$ cat src/rtl/bm_arb_pkg.sv
// Shared definitions for the busmatrix port arbiter: AHB HTRANS encodings,
// the arbiter state type, the legal port-count set and a one-hot decoder.
package bm_arb_pkg;

    // AHB HTRANS encodings as seen on the selected interface
    localparam logic [1:0] HTRANS_IDLE   = 2'b00;
    localparam logic [1:0] HTRANS_BUSY   = 2'b01;
    localparam logic [1:0] HTRANS_NONSEQ = 2'b10;
    localparam logic [1:0] HTRANS_SEQ    = 2'b11;

    // Widest mux the arbiter is allowed to drive
    localparam int MAX_PORTS = 16;

    typedef enum logic {
        ARB_IDLE  = 1'b0,
        ARB_OWNED = 1'b1
    } arb_state_e;

    // Port counts that map onto a whole number of select bits
    function automatic bit legal_num_ports(input int n);
        return (n == 1) || (n == 2) || (n == 4) || (n == 8) || (n == 16);
    endfunction

    // Binary index of the set bit of a one-hot (or all-zero) vector; zero when empty
    function automatic logic [3:0] onehot_to_idx(input logic [MAX_PORTS-1:0] oh);
        logic [3:0] idx;
        idx = '0;
        for (int i = 0; i < MAX_PORTS; i++) begin
            if (oh[i]) begin
                idx = idx | 4'(i);
            end
        end
        return idx;
    endfunction

endpackage

$ cat src/rtl/bm_rr_picker.sv
// Combinational rotating-priority encoder: searches req starting one past the
// pointer, wrapping at the top port, optionally skipping one excluded index.
import bm_arb_pkg::*;

module bm_rr_picker #(
    parameter int NUM_PORTS = 4,
    parameter int IDX_W     = 2
) (
    input  logic [NUM_PORTS-1:0] req,
    input  logic [IDX_W-1:0]     pointer,
    input  logic                 excl_en,
    input  logic [IDX_W-1:0]     excl_idx,
    output logic [NUM_PORTS-1:0] winner,
    output logic                 found
);

    logic [IDX_W-1:0] cand;

    // First requester after the pointer wins; the pointer position itself is checked last
    always_comb begin
        winner = '0;
        found  = 1'b0;
        cand   = '0;
        for (int i = 1; i <= NUM_PORTS; i++) begin
            cand = IDX_W'((int'(pointer) + i) % NUM_PORTS);
            if (!found && req[cand] && !(excl_en && (excl_idx == cand))) begin
                winner[cand] = 1'b1;
                found        = 1'b1;
            end
        end
    end

endmodule

$ cat src/rtl/bm_port_arbiter.sv
// Round-robin arbiter for one busmatrix slave-facing output port.
// Drives the one-hot address-phase and data-phase mux selects; grants only
// move on HREADY and are held for bursts and locked sequences.
// Optional build macro: BM_ARB_PARK_EN parks the grant on port 0 when nobody requests.
import bm_arb_pkg::*;

module bm_port_arbiter #(
    parameter int NUM_PORTS = 4,
    parameter int IDX_W     = 2
) (
    input  logic                 hclk,
    input  logic                 hresetn,
    input  logic [NUM_PORTS-1:0] req,
    input  logic                 hready_in,
    input  logic [1:0]           htrans_sel,
    input  logic                 hmastlock_sel,
    output logic [NUM_PORTS-1:0] addr_sel,
    output logic [NUM_PORTS-1:0] data_sel,
    output logic [IDX_W-1:0]     grant_idx,
    output logic                 owner_vld
);

    arb_state_e           state_q, state_d;
    logic [NUM_PORTS-1:0] addr_q, addr_d;
    logic [NUM_PORTS-1:0] data_q, data_d;
    logic [IDX_W-1:0]     ptr_q, ptr_d;

    logic [NUM_PORTS-1:0] pick_winner;
    logic                 pick_found;
    logic [IDX_W-1:0]     pick_idx;
    logic [IDX_W-1:0]     owner_idx;
    logic                 owner_req;
    logic                 xfer_active;

    assign owner_idx   = IDX_W'(onehot_to_idx(MAX_PORTS'(addr_q)));
    assign pick_idx    = IDX_W'(onehot_to_idx(MAX_PORTS'(pick_winner)));
    assign owner_req   = |(req & addr_q);
    assign xfer_active = (htrans_sel == HTRANS_NONSEQ) || (htrans_sel == HTRANS_SEQ);

    // While someone owns the port, the releasing owner is skipped so others get a turn
    bm_rr_picker #(
        .NUM_PORTS (NUM_PORTS),
        .IDX_W     (IDX_W)
    ) u_picker (
        .req      (req),
        .pointer  (ptr_q),
        .excl_en  (state_q == ARB_OWNED),
        .excl_idx (owner_idx),
        .winner   (pick_winner),
        .found    (pick_found)
    );

    // State register: grant, fairness pointer and data-phase select
    always_ff @(posedge hclk) begin
        if (!hresetn) begin
`ifdef BM_ARB_PARK_EN
            state_q <= ARB_OWNED;
            addr_q  <= MAX_PORTS'(1) == 1 ? NUM_PORTS'(1) : '0;
`else
            state_q <= ARB_IDLE;
            addr_q  <= '0;
`endif
            data_q  <= '0;
            ptr_q   <= IDX_W'(NUM_PORTS - 1);
        end else begin
            state_q <= state_d;
            addr_q  <= addr_d;
            data_q  <= data_d;
            ptr_q   <= ptr_d;
        end
    end

    // Next-state logic: everything is frozen unless the selected slave accepts the transfer
    always_comb begin
        state_d = state_q;
        addr_d  = addr_q;
        data_d  = data_q;
        ptr_d   = ptr_q;
        if (hready_in) begin
            data_d = xfer_active ? addr_q : '0;
            case (state_q)
                ARB_IDLE: begin
                    if (pick_found) begin
                        state_d = ARB_OWNED;
                        addr_d  = pick_winner;
                        ptr_d   = pick_idx;
                    end
                end
                ARB_OWNED: begin
                    if (!owner_req && !hmastlock_sel) begin
                        if (pick_found) begin
                            addr_d = pick_winner;
                            ptr_d  = pick_idx;
                        end else begin
`ifdef BM_ARB_PARK_EN
                            addr_d    = '0;
                            addr_d[0] = 1'b1;
`else
                            state_d = ARB_IDLE;
                            addr_d  = '0;
`endif
                        end
                    end
                end
                default: begin
                    state_d = ARB_IDLE;
                    addr_d  = '0;
                end
            endcase
        end
    end

    // Outputs come straight from registers so the mux selects are glitch-free
    always_comb begin
        addr_sel  = addr_q;
        data_sel  = data_q;
        grant_idx = owner_idx;
        owner_vld = |addr_q;
    end

endmodule

$ cat config.mk
export PLATFORM = sky130hd
export DESIGN_NAME = bm_port_arbiter
export DESIGN_NICKNAME = d
export VERILOG_FILES = /design/src/rtl/bm_arb_pkg.sv /design/src/rtl/bm_rr_picker.sv /design/src/rtl/bm_port_arbiter.sv
export SDC_FILE = /design/constraint.sdc
export NUM_CORES = 1
export LEC_CHECK = 0
export BUFFER_PORTS_ARGS = -buffer_cell sky130_fd_sc_hd__buf_2
export CAP_MARGIN = 20
export CELL_PAD_IN_SITES_DETAIL_PLACEMENT = 0
export CELL_PAD_IN_SITES_GLOBAL_PLACEMENT = 1
export CORE_MARGIN = 5
export CORE_UTILIZATION = 42
export CTS_BUF_LIST = sky130_fd_sc_hd__clkbuf_4
export CTS_CLUSTER_SIZE = 40
export DETAILED_ROUTE_END_ITERATION = 8
export PLACE_DENSITY_LB_ADDON = 0.15
export SYNTH_ARGS = -nofsm -noshare
export SYNTH_HDL_FRONTEND = slang
export SYNTH_SLANG_ARGS = --single-unit
$ cat constraint.sdc
create_clock -name hclk -period 3.3 [get_ports hclk]
set_clock_uncertainty 0.2 [all_clocks]
set_input_delay 0.66 -clock hclk [delete_from_list [all_inputs] [get_ports hclk]]
set_output_delay 0.66 -clock hclk [all_outputs]
set_load 0.005 [all_outputs]
# Word level (Yosys, flattened, before mapping)
# Cells that the tools add are included.
word_totals:
  register_bits: 11
  latchBits: 0
  mem_bits_rw: 0
  rom_bits: 0
  input_bits: 10
  wordCells: 100
  memories: 0
op_classes:
  n_addsub: 4
  n_mul: 0
  div_mod_pow: 0
  magnitude_cmp: 8
  n_eq_ne: 8
  n_shift: 0
  mux: 41
  n_bitwise: 5
  reduce_logical: 30
op_table:
  columns: ["cell", "count"]
  rows:
  - ["two-way mux 4 bit", 8]
  - ["logical AND 1 bit", 16]
  - ["two-way mux 1 bit", 16]
  - ["< comparator 2 x 3 -> 1 bit (second input constant)", 4]
  - ["two-way mux 2 bit", 6]
  - ["OR 4 bit", 3]
  - ["logical NOT 1 bit", 9]
  - ["binary-select mux 1 bit (select 2 bit)", 4]
  - ["demux 1 bit (select 2 bit)", 4]
  - ["equality test 2 bit", 4]
  - ["greater-or-equal comparator 2 x 1 -> 1 bit (second input constant)", 4]
  - ["case mux 4 bit (2 select lines)", 1]
  - ["OR reduction 4 bit", 2]
  - ["adder 2 x 1 -> 2 bit (second input constant)", 2]
  - ["adder 2 bit (second input constant)", 2]
  - ["AND 4 bit", 1]
  - ["equality test 2 bit (second input constant)", 2]
  - ["case mux 2 bit (2 select lines)", 1]
  - ["AND reduction 3 bit", 1]
  - ["inequality test 2 x 1 -> 1 bit (second input constant)", 1]
  - ["inequality test 2 bit (second input constant)", 1]
  - ["case mux 1 bit (2 select lines)", 1]
  - ["AND reduction 2 bit", 1]
  - ["logical OR 1 bit", 1]
  - ["inverter 1 bit", 1]

# Logic depth before layout (Yosys ltp)
# Gate-level depths: netlist of run 1.
logic_depth:
  depth_word: 26
  depth_mapped: 10
  depth_no_buf: 8

# Cells and area by module
# A second synthesis of run 1 with hierarchy kept.
unflattened:
  hier_cells: 98
  area_unflattened_um2: 955.9
by_module_without_submodules:
  columns: ["mod", "n_inst", "cells_per_inst", "area_per_inst_um2"]
  rows:
  - ["bm_rr_picker", 1, 42, 479.2]
  - ["bm_port_arbiter", 1, 56, 476.7]

# Worst setup path after synthesis of run 1
# OpenSTA, ideal clock, no wires.
synth_path:
  path_type: "reg2reg"
  from: "register ptr_q[0]"
  to: "register ptr_q[1]"
  setup_time_ps: 122
  arrival_time_ps: 2604
  t_required_ps: 2978
  slack_ps: 374
  stages_incl_launch_ff: 10
  path_buffers: 2
  period_less_slack_ps: 2926
  path_cell_list: "dfxtp_1 buf_2 inv_1 ha_1 buf_2 mux4_2 and3_1 a311oi_1 o221ai_1 o32a_1"
synth_via:
  elab_chain_len: 23
synth_rtl:
  columns: ["item", "line_no", "source"]
  rows:
  - ["start: declaration", "bm_port_arbiter.sv:26", "logic [IDX_W-1:0] ptr_q, ptr_d;"]
  - ["start signal: assignment", "bm_port_arbiter.sv:64", "ptr_q <= IDX_W'(NUM_PORTS - 1);"]
  - ["start signal: assignment", "bm_port_arbiter.sv:69", "ptr_q <= ptr_d;"]
  - ["branches (longest 20 deep; another with < comparator 2 x 3 -> 1 bit)", null, null]
  - ["two-way mux 2 bit (*)", "bm_port_arbiter.sv:83, bm_port_arbiter.sv:91", null]
  - ["two-way mux 2 bit", "bm_port_arbiter.sv:90", "if (!owner_req && !hmastlock_sel) begin"]
  - ["case mux 2 bit (2 select lines) (*)", "bm_port_arbiter.sv:81", "case (state_q)"]
# Mark *: on every way between the ends. The select of a mux whose other input is x is not followed.
# A chain may end at the register's enable or synchronous reset.

# Final worst setup path of run 1
# Same ends and word-level chain as after synthesis.

==> run metrics, run 1 <==
Multi-input gate area=825.8 sq um; post-synthesis register bit count=11; worst hold slack=266.9 ps; CP arrival=2870 ps; H-tree depth=1; layout net count=165; Worst-Margin Slew=546.4 ps; Ys Warns=0; CTS tree=done; Primary FF master, synth=dfxtp_1; root buf cell=clkbuf_4; Iteration-0 DRC Markers=60; Post-route DRC=0; grt total ovfl=0; CP endpoint kind=flop; Setup TNS Final=0 ps; Vias/cell=6.107; syn avg cell area=8.527 sq um; Die Ht=61.38 um; clock sink total=11; Post-CTS Hold Buffers=0; capturing point of the worst reg2reg path=ptr_q[1]$_SDFFE_PN1P_; f_max=0.3420 GHz; min Tclk post-route=2924 ps; startpoint types=flop; min-delay worst type=flop to flop; # resized after CTS=0; ant diodes=0; num rows=18; initial core utilization=44.34%; async set or reset register ratio after synthesis=0%; 1st-pass router iterations=4; RSZ-0062 raised after global routing=no; clk_lat worst skew=260 ps; total CTS buffers=3; post-detail-place hpwl=between 2 and 2.5 mm; vias=1081; Top Ports=21; Syn Nets=147; Fill cells=253; final wirelength=about 2.9 mm; port bufs=19; Final Power=around 0.0011 W; register area share after synthesis=19.86%; FF-to-FF Start=ptr_q[0]$_SDFFE_PN1P_; endpoints failing setup=0; # Post-CTS Setup Buffers=0; Cell Area, Synth=1109 sq um; clock-pin slew on the worst setup and hold paths=70 ps; leak pwr=0.5269 nW; register area=220.2 sq um; worst reg-to-reg path cell count=7; Final ANT Viol Nets=0; max cap viols=0; Synth Instances=130; status=finished, final reports clean; CP startpoint=ptr_q[0]$_SDFFE_PN1P_; Power Density=848.5 nW/um^2; core region area=2500 sq um; peak supply drop=0.0004574 V; Avg WL per Cell=16.24 um; max-slew violations=0; reg2reg setup slack=380 ps; Design Area, Final=1239 sq um; P&R area growth vs syn=11.74%; crit path capture=ptr_q[1]$_SDFFE_PN1P_; vias in the first global route=970; GRT Total Usage=approximately 16%; Die Width=61.38 um; post-synth cell types=49; initial antenna violation count=0; first-pass GRT wire length=4.705 mm; crit path max fanout=9; Setup Crit Path Kind=flop to flop; number of synthesized flops with an enable pin=0; Final Hold Violating Endpoints=0; largest net degree at the start of global routing=18; final period utilization=~89%; Rel. slew slack=63.52%; clock tree buffer depth=2; die area=3767 sq um; layout cells sized above 1=a little under a quarter; Worst Path Required=3250 ps; Area after DPL=1209 sq um; routability cong.=0.7794
==> critical path, stage by stage (launching register included) <==
cell,delay (ps)
dfxtp_1,330
inv_1,120
ha_1,490
mux4_2,570
and3_1,230
a311oi_1,330
o221ai_1,200
o32a_1,320
==> cell usage after synthesis (2+ instances only) <==
cell type	count	area (sq um)
a21boi_1	2	15.01
a21oi_1	8	40.04
a311oi_1	2	17.52
a31oi_1	2	12.51
and2_1	2	12.51
and3_1	2	12.51
and3b_1	2	17.52
buf_2	5	25.02
dfxtp_1	11	220.2
ha_1	7	87.58
inv_1	3	11.26
mux2_2	2	22.52
mux4_2	2	45.04
nand2_1	2	7.510
nand2b_1	7	43.79
nand3_1	11	55.05
nand4_1	3	18.77
nor2_1	8	30.03
nor2b_1	3	18.77
nor3_1	3	15.01
nor3b_1	2	15.01
nor4bb_1	3	30.03
o2111ai_1	3	26.28
o21ai_0	3	15.01
o21ai_1	2	10.01
o221ai_1	2	17.52
o311a_1	2	20.02
o31ai_1	2	15.01
o32a_1	2	20.02
or2_2	2	12.51
xnor2_1	2	17.52
==> kinds of logic (layout without fill, tap and decap cells) <==
family | count (synthesis) | in the layout | synth area share, %
mux | 5 | 5 | 8.465
compound gates | 39 | 39 | 27.43
flops | 11 | 11 | 19.86
xor+xnor | 2 | 2 | 1.580
fa+ha+maj | 7 | 7 | 7.900
simple gates | 54 | 54 | 29.12
buf+inv | 12 | 29 | 5.642
==> how the worst min path moves through the flow <==
stage	start	end	slack [ps]	cells past startpoint
after floorplan	data_sel[0]$_SDFFE_PN0P_	data_sel[0]$_SDFFE_PN0P_	260	2
after global placement	data_sel[3]$_SDFFE_PN0P_	data_sel[3]$_SDFFE_PN0P_	250	2
after detailed placement	data_sel[0]$_SDFFE_PN0P_	data_sel[0]$_SDFFE_PN0P_	260	2
after CTS	data_sel[3]$_SDFFE_PN0P_	data_sel[3]$_SDFFE_PN0P_	270	2
after global routing	data_sel[3]$_SDFFE_PN0P_	data_sel[3]$_SDFFE_PN0P_	290	2
final	data_sel[3]$_SDFFE_PN0P_	data_sel[3]$_SDFFE_PN0P_	270	2
==> where the power goes <==
| group | total (W) | internal [W] | switching, W | leakage, nW |
|---|---|---|---|---|
| clock network | 0.0000966 | 0.0000549 | 0.0000417 | 0.0184 |
| logic | 0.000708 | 0.000322 | 0.000386 | 0.418 |
| registers | 0.000246 | 0.000168 | 0.0000781 | 0.0904 |
| total | 0.00105 | 0.000545 | 0.000506 | 0.527 |
==> metal layers <==
layer / share of wire [%] / global-route usage [%]
met1: 48 / 23.86
met5: 0 / 0
met3: 3.4 / 1.887
met2: 48 / 26.28
met4: 0.35 / 3.636
==> through the flow <==
step	utilization, %	instances	worst slack (ps)
finish	49.55	177	376.2
global route	49.55	177	241.3
CTS	49.55	177	389.6
detailed placement	48.35	173	399.5
global placement	48.35	173	454.8
floorplan	-	130	374.3
==> sequential cells by signal, indices dropped and copies added, names as in the netlist <==
register	flops
addr_sel	4
ptr_q	2
data_sel	4
state_q	1
==> cell usage in the layout (no fill, tap or decap), types with 3 or more instances in the layout <==
cell type / netlist / layout
nor4bb_1: 3 / 3
nor2b_1: 3 / 3
a21oi_1: 8 / 8
nand2b_1: 7 / 7
clkbuf_4: 0 / 4
nand4_1: 3 / 3
nor2_1: 8 / 8
buf_2: 5 / 19
nor3_1: 3 / 3
nand3_1: 11 / 11
ha_1: 7 / 7
inv_1: 3 / 3
o21ai_0: 3 / 3
o2111ai_1: 3 / 3
dfxtp_1: 11 / 11
==> area by class of cell <==
class	count	area share, %
clock buffers	4	2.424
inverters	4	1.212
repair buffers	21	8.889
flip-flops and latches	11	17.78
multi-input cells	107	66.67
well taps	30	3.030
(Power assumes the default switching activity.)
==> run 2, diff against run 1 <==
--- a/config.mk
+++ b/config.mk
@@ -5,13 +5,15 @@
 export SDC_FILE = /design/constraint.sdc
 export NUM_CORES = 1
 export LEC_CHECK = 0
+export ABC_AREA = 1
 export BUFFER_PORTS_ARGS = -buffer_cell sky130_fd_sc_hd__buf_2
 export CAP_MARGIN = 20
 export CELL_PAD_IN_SITES_DETAIL_PLACEMENT = 0
 export CELL_PAD_IN_SITES_GLOBAL_PLACEMENT = 1
 export CORE_MARGIN = 5
-export CORE_UTILIZATION = 42
+export CORE_UTILIZATION = 38
 export CTS_BUF_LIST = sky130_fd_sc_hd__clkbuf_4
+export CTS_CLUSTER_DIAMETER = 100
 export CTS_CLUSTER_SIZE = 40
 export DETAILED_ROUTE_END_ITERATION = 8
 export PLACE_DENSITY_LB_ADDON = 0.15
==> run 2 against run 1 <==
Utilization is 3.4 points lower. Combinational power is 11% higher. Hold slack better by 68 ps. Die area hardly changed. Sequential power is 3% lower. Highest routed layer is now met3.
==> run metrics, run 2 <==
CP dominant cell by count=nand2_4; Slowest-stage cell, CP=dfxtp_1; Setup TNS Final=0 ps (unchanged); utilization after layout=46.15% (-3.4 points); post-synth cell types=21 (-57%); crit path capture=ptr_q[1]$_SDFFE_PN1P_; root buf cell=clkbuf_4; vias=1060 (-1.9%); routability cong.=0.8510 (+9.2%); CTS tree=done; Synth area leaders=dfxtp_1 22%, nand2_1 19%, nand3_1 10%; crit path max fanout=15 (+6); register area share after synthesis=21.97% (+2.1 points); most frequent cell after synthesis=nand2_1; layout cells sized above 1=22.83% (-0.98 points); initial antenna violation count=0 (unchanged); post-synthesis register bit count=11 (unchanged); initial core utilization=40.09% (-4.3 points); # resized after CTS=0 (unchanged); CP arrival=2650 ps (-220 ps); Final Hold Violating Endpoints=0 (unchanged); # Post-CTS Setup Buffers=0 (unchanged); Setup Crit Path Kind=flop to flop; Crit path largest cell delay=630 ps (+60 ps); syn avg cell area=6.149 sq um (-28%); number of synthesized flops with an enable pin=0 (unchanged); post-detail-place hpwl=1.935 mm (-9.6%); Synth Instances=163 (+25%); commonest non-fill, non-tap cells in the layout=52 x nand2_1, 21 x nand3_1, 19 x buf_2, 16 x inv_1, 15 x nor2_1; leak pwr=0.6244 nW (+19%); Top Ports=21 (unchanged); GRT Total Usage=15.00% (-1.5 points); Post-route DRC=0 (unchanged); num rows=18 (unchanged); FF-to-FF Start=ptr_q[0]$_SDFFE_PN1P_; largest net degree at the start of global routing=16 (-2); final period utilization=81.90% (-6.7 points); top-area cell type share of the netlist area=21.97% (+2.1 points); Worst-Margin Slew=492.9 ps (-53.49 ps); synth cell count leaders=52 x nand2_1, 21 x nand3_1, 16 x inv_1, 15 x nor2_1, 11 x dfxtp_1; capturing point of the worst reg2reg path=ptr_q[1]$_SDFFE_PN1P_; Worst Path Required=3250 ps (about the same); Worst path depth=14 (+7); clock sink total=11 (unchanged); min Tclk post-route=2703 ps (-221.1 ps); Final ANT Viol Nets=0 (unchanged); Top delay family on crit path=simple AND/OR/NAND/NOR gates; CP endpoint kind=flop; worst reg-to-reg path cell count=14 (+7); max cap viols=0 (unchanged); vias in the first global route=1000 (+3.1%); first-pass GRT wire length=4.333 mm (-7.9%); Syn Nets=180 (+22%); Iteration-0 DRC Markers=35 (-42%); H-tree depth=1 (unchanged); die area=3764 sq um (about the same); Post-CTS Hold Buffers=0 (unchanged); startpoint types=flop; Primary FF master, synth=dfxtp_1; layout net count=202 (+22%); RSZ-0062 raised after global routing=no; clk_lat worst skew=260 ps (about the same); Die Ht=61.36 um (about the same); port bufs=19 (unchanged); max-slew violations=0 (unchanged); peak supply drop=0.0004483 V (-2.0%); Fill cells=266 (+5.1%); Hold Crit Start=data_sel[1]$_SDFFE_PN0P_; Avg WL per Cell=11.37 um (-30%); endpoints failing setup=0 (unchanged); most common cell after layout, fill and taps aside=nand2_1; async set or reset register ratio after synthesis=0% (unchanged); Rel. slew slack=67.09% (+3.6 points); cell taking the most area after synthesis=dfxtp_1; status=finished, final reports clean; Vias/cell=4.953 (-19%); CP startpoint=ptr_q[0]$_SDFFE_PN1P_; grt total ovfl=0 (unchanged); Ys Warns=0 (unchanged); WP buf/inv=3 (+2); ant diodes=0 (unchanged); crit-path cells=inv_1 -> ha_1 -> inv_1 -> nand2_1 -> nand2_2 -> nand3_2 -> nand2_4 -> nand2_4 -> nor2_8 -> nand2_2 -> nand2_4 -> inv_2 -> nand2_1 -> nand3_1; f_max=0.3700 GHz (+8.2%); total CTS buffers=3 (unchanged); clock-pin slew on the worst setup and hold paths=70 ps (about the same); Cell Area, Synth=1002 sq um (-9.6%); 1st-pass router iterations=4 (unchanged); Die Width=61.36 um (about the same); min-delay worst type=flop to flop; clock tree buffer depth=2 (unchanged); reg2reg setup slack=600 ps (+220 ps); final wirelength=2.434 mm (-15%); core region area=2500 sq um (unchanged); Power Density=975.4 nW/um^2 (+15%); P&R area growth vs syn=15.11%
==> run 2: power by group <==
group / total, W / switching, W / internal, W
clock: 0.0000980 / 0.0000431 / 0.0000549
sequential: 0.000238 / 0.0000723 / 0.000166
combinational: 0.000789 / 0.000508 / 0.000281
==> run 2: tightest hold or removal path: stages, from the launching register on <==
cell	delay [ps]
dfxtp_1	310
o21ai_0	140
a21oi_1	40
==> run 2: worst min-delay path by stage <==
| stage | end | slack, ps | cells past startpoint |
|---|---|---|---|
| after global routing | data_sel[1]$_SDFFE_PN0P_ | 370 | 2 |
| after detailed placement | data_sel[1]$_SDFFE_PN0P_ | 320 | 2 |
| after CTS | data_sel[1]$_SDFFE_PN0P_ | 330 | 2 |
| final | data_sel[1]$_SDFFE_PN0P_ | 330 | 2 |
| after floorplan | data_sel[0]$_SDFFE_PN0P_ | 290 | 2 |
| after global placement | data_sel[3]$_SDFFE_PN0P_ | 300 | 2 |
==> run 2: through the flow <==
step	hold slack [ps]	cell area, sq um	instances	power, W	worst slack [ps]
after CTS	333.7	1154	214	0.001136	562.6
after global placement	301.8	1124	210	0.001025	635.0
after detailed placement	315.2	1124	210	0.001034	586.4
after global routing	373.8	1154	214	0.001255	243.4
after floorplan	287.6	1002	163	0.0008542	1133
final	334.9	1154	214	0.001125	597.4
==> run 2: cell families (layout without fill, tap and decap cells) <==
group                      count (synthesis)  in the layout  share of synthesized area (%)
and+or+nand+nor                          104            104                          49.69
AOI/OAI and AO/OA                         21             21                          11.74
buffers and inverters                     20             41                          7.866
DFF                                       11             11                          21.97
adders and majority gates                  7              7                          8.739
==> run 2: layout make-up <==
type	count	area (sq um)	area share, %
Clock buffer	4	30.03	2.603
Inverter	18	67.56	5.857
Multi-Input combinational cell	132	703.2	60.95
Sequential cell	11	220.2	19.09
Tap cell	30	37.54	3.254
Timing Repair Buffer	19	95.09	8.243
==> run 2: layer usage <==
metal | up-vias | GRT usage [%] | routed length [um]
met5 | - | 0 | 0
met4 | 0 | 5.758 | 0
met3 | 0 | 1.677 | 125
met2 | 38 | 25.68 | 1133
met1 | 458 | 19.27 | 1176
li1 | 564 | - | -
==> run 3, diff against run 2 <==
==> constraint.sdc (replaced) <==
create_clock -name hclk -period 2.6 [get_ports hclk]
set_clock_uncertainty 0.2 [all_clocks]
set_input_delay 0.52 -clock hclk [delete_from_list [all_inputs] [get_ports hclk]]
set_output_delay 0.52 -clock hclk [all_outputs]
set_load 0.005 [all_outputs]
==> run 3 against run 2 <==
Global-route usage rose by 0.39 points. First-iteration DRC count rose by 2.9%. Critical path type unchanged. Register-to-register slack got worse by 200 ps. Worst setup slack got worse by 200 ps.
==> run metrics, run 3 (synthesis gave the netlist of run 2 again) <==
status=finished, final reports clean; min Tclk post-route=2199 ps (-503.2 ps); 1st-pass router iterations=5 (+1); Avg WL per Cell=11.67 um (+2.6%); Hold Crit Start=htrans_sel[1]; final period utilization=84.59% (+2.7 points); clock sink total=11 (unchanged); endpoints failing setup=0 (unchanged); Worst Path Required=2560 ps (-690 ps); min-delay worst type=input port to flop; Setup Crit Path Kind=flop to flop; clock-pin slew on the worst setup and hold paths=70 ps (about the same); port bufs=19 (unchanged); Setup TNS Final=0 ps (unchanged); Worst-Margin Slew=296.3 ps (-196.6 ps); Slowest-stage cell, CP=ha_1; RSZ-0062 raised after global routing=no; # Post-CTS Setup Buffers=0 (unchanged); H-tree depth=1 (unchanged); routability cong.=0.8046 (-5.5%); final wirelength=2.532 mm (+4.0%); Final Hold Violating Endpoints=0 (unchanged); WP buf/inv=3 (unchanged); initial core utilization=40.09% (unchanged); grt total ovfl=0 (unchanged); GRT Total Usage=15.39% (+0.39 points); P&R area growth vs syn=17.35%; CTS tree=done; peak supply drop=0.0006130 V (+37%); largest net degree at the start of global routing=15 (-1); Crit path largest cell delay=320 ps (-310 ps); Power Density=1251 nW/um^2 (+28%); first-pass GRT wire length=4.471 mm (+3.2%); commonest non-fill, non-tap cells in the layout=52 x nand2_1, 21 x nand3_1, 19 x buf_2, 16 x inv_1, 15 x nor2_1; CP startpoint=ptr_q[1]$_SDFFE_PN1P_; layout net count=205 (+1.5%); Rel. slew slack=80.22% (+13 points); initial antenna violation count=0 (unchanged); Die Ht=61.36 um (unchanged); leak pwr=0.6385 nW (+2.3%); crit path max fanout=7 (-8); Die Width=61.36 um (unchanged); FF-to-FF Start=ptr_q[1]$_SDFFE_PN1P_; die area=3764 sq um (unchanged); utilization after layout=47.05% (+0.90 points); f_max=0.4547 GHz (+23%); Iteration-0 DRC Markers=36 (+2.9%); ant diodes=0 (unchanged); post-detail-place hpwl=2.014 mm (+4.1%); max-slew violations=0 (unchanged); layout cells sized above 1=24.06% (+1.2 points); most common cell after layout, fill and taps aside=nand2_1; startpoint types=flop; vias in the first global route=1014 (+1.4%); Top delay family on crit path=simple AND/OR/NAND/NOR gates; num rows=18 (unchanged); max cap viols=0 (unchanged); vias=1093 (+3.1%); total CTS buffers=3 (unchanged); # resized after CTS=0 (unchanged); root buf cell=clkbuf_4; core region area=2500 sq um (unchanged); clk_lat worst skew=260 ps (about the same); CP endpoint kind=flop; Top Ports=21 (unchanged); Final ANT Viol Nets=0 (unchanged); Vias/cell=5.037 (+1.7%); clock tree buffer depth=2 (unchanged); Final Power=0.001471 W (+31%); crit-path cells=inv_1 -> ha_1 -> inv_1 -> nand2_1 -> nand2_2 -> nand3_2 -> nand2_4 -> nand2_4 -> nor2_8 -> nand2_2 -> nand2_4 -> inv_2 -> nand2_2 -> nand3_1; Post-route DRC=0 (unchanged); CP arrival=2150 ps (-500 ps); Post-CTS Hold Buffers=0 (unchanged)
run 3: cell types whose count changed in the layout (fill, tap and decap cells not counted), sizes merged:
cell,previous run,this run
buf,19,22
run 3: worst min-delay path, cell delays in order:
cell and delay (ps):
buf_2 120, nand2_1 60, a21oi_1 60
run 3: metal layers:
layer | share of wire (%) | vias up | wire length (um) | track usage (%)
met2 | 47 | 21 | 1180 | 25.83
met4 | 0.59 | 0 | 15 | 4.848
li1 | - | 571 | - | -
met3 | 3.1 | 2 | 78 | 1.258
met5 | 0 | - | 0 | 0
met1 | 50 | 499 | 1257 | 20.91
run 3: metrics by stage:
step | hold WS, ps | cells | worst slack (ps) | cell area (sq um)
6_report | 331.3 | 217 | 400.6 | 1176
4_1_cts | 332.2 | 217 | 389.3 | 1176
3_3_place_gp | 301.5 | 213 | 449.7 | 1146
5_1_grt | 328.9 | 217 | 209.6 | 1176
3_5_place_dp | 316.9 | 213 | 404.5 | 1146
2_1_floorplan | 287.6 | 163 | 432.9 | 1002
run 3: worst paths after layout:
| check | slack, ps | depth (start not counted) | endpoint |
|---|---|---|---|
| max | 400 | 14 | ptr_q[0]$_SDFFE_PN1P_ |
| min | 330 | 3 | data_sel[2]$_SDFFE_PN0P_ |
| max reg2reg | 400 | 14 | ptr_q[0]$_SDFFE_PN1P_ |
| min reg2reg | 330 | 2 | data_sel[1]$_SDFFE_PN0P_ |
run 3: power by group:
group / internal, W / leakage, nW / switching [W] / total (W)
clock: 0.0000697 / 0.0184 / 0.0000577 / 0.000127
sequential: 0.000210 / 0.0905 / 0.0000521 / 0.000262
combinational: 0.000383 / 0.530 / 0.000699 / 0.00108
total: 0.000663 / 0.638 / 0.000809 / 0.00147
run 3: cell type report:
cell class / instances / area [sq um]
clock buffer: 4 / 30.03
sequential: 11 / 220.2
timing repair buffer: 22 / 117.6
multi-input combinational: 132 / 703.2
fill: 278 / 1324
tap: 30 / 37.54
inverter: 18 / 67.56
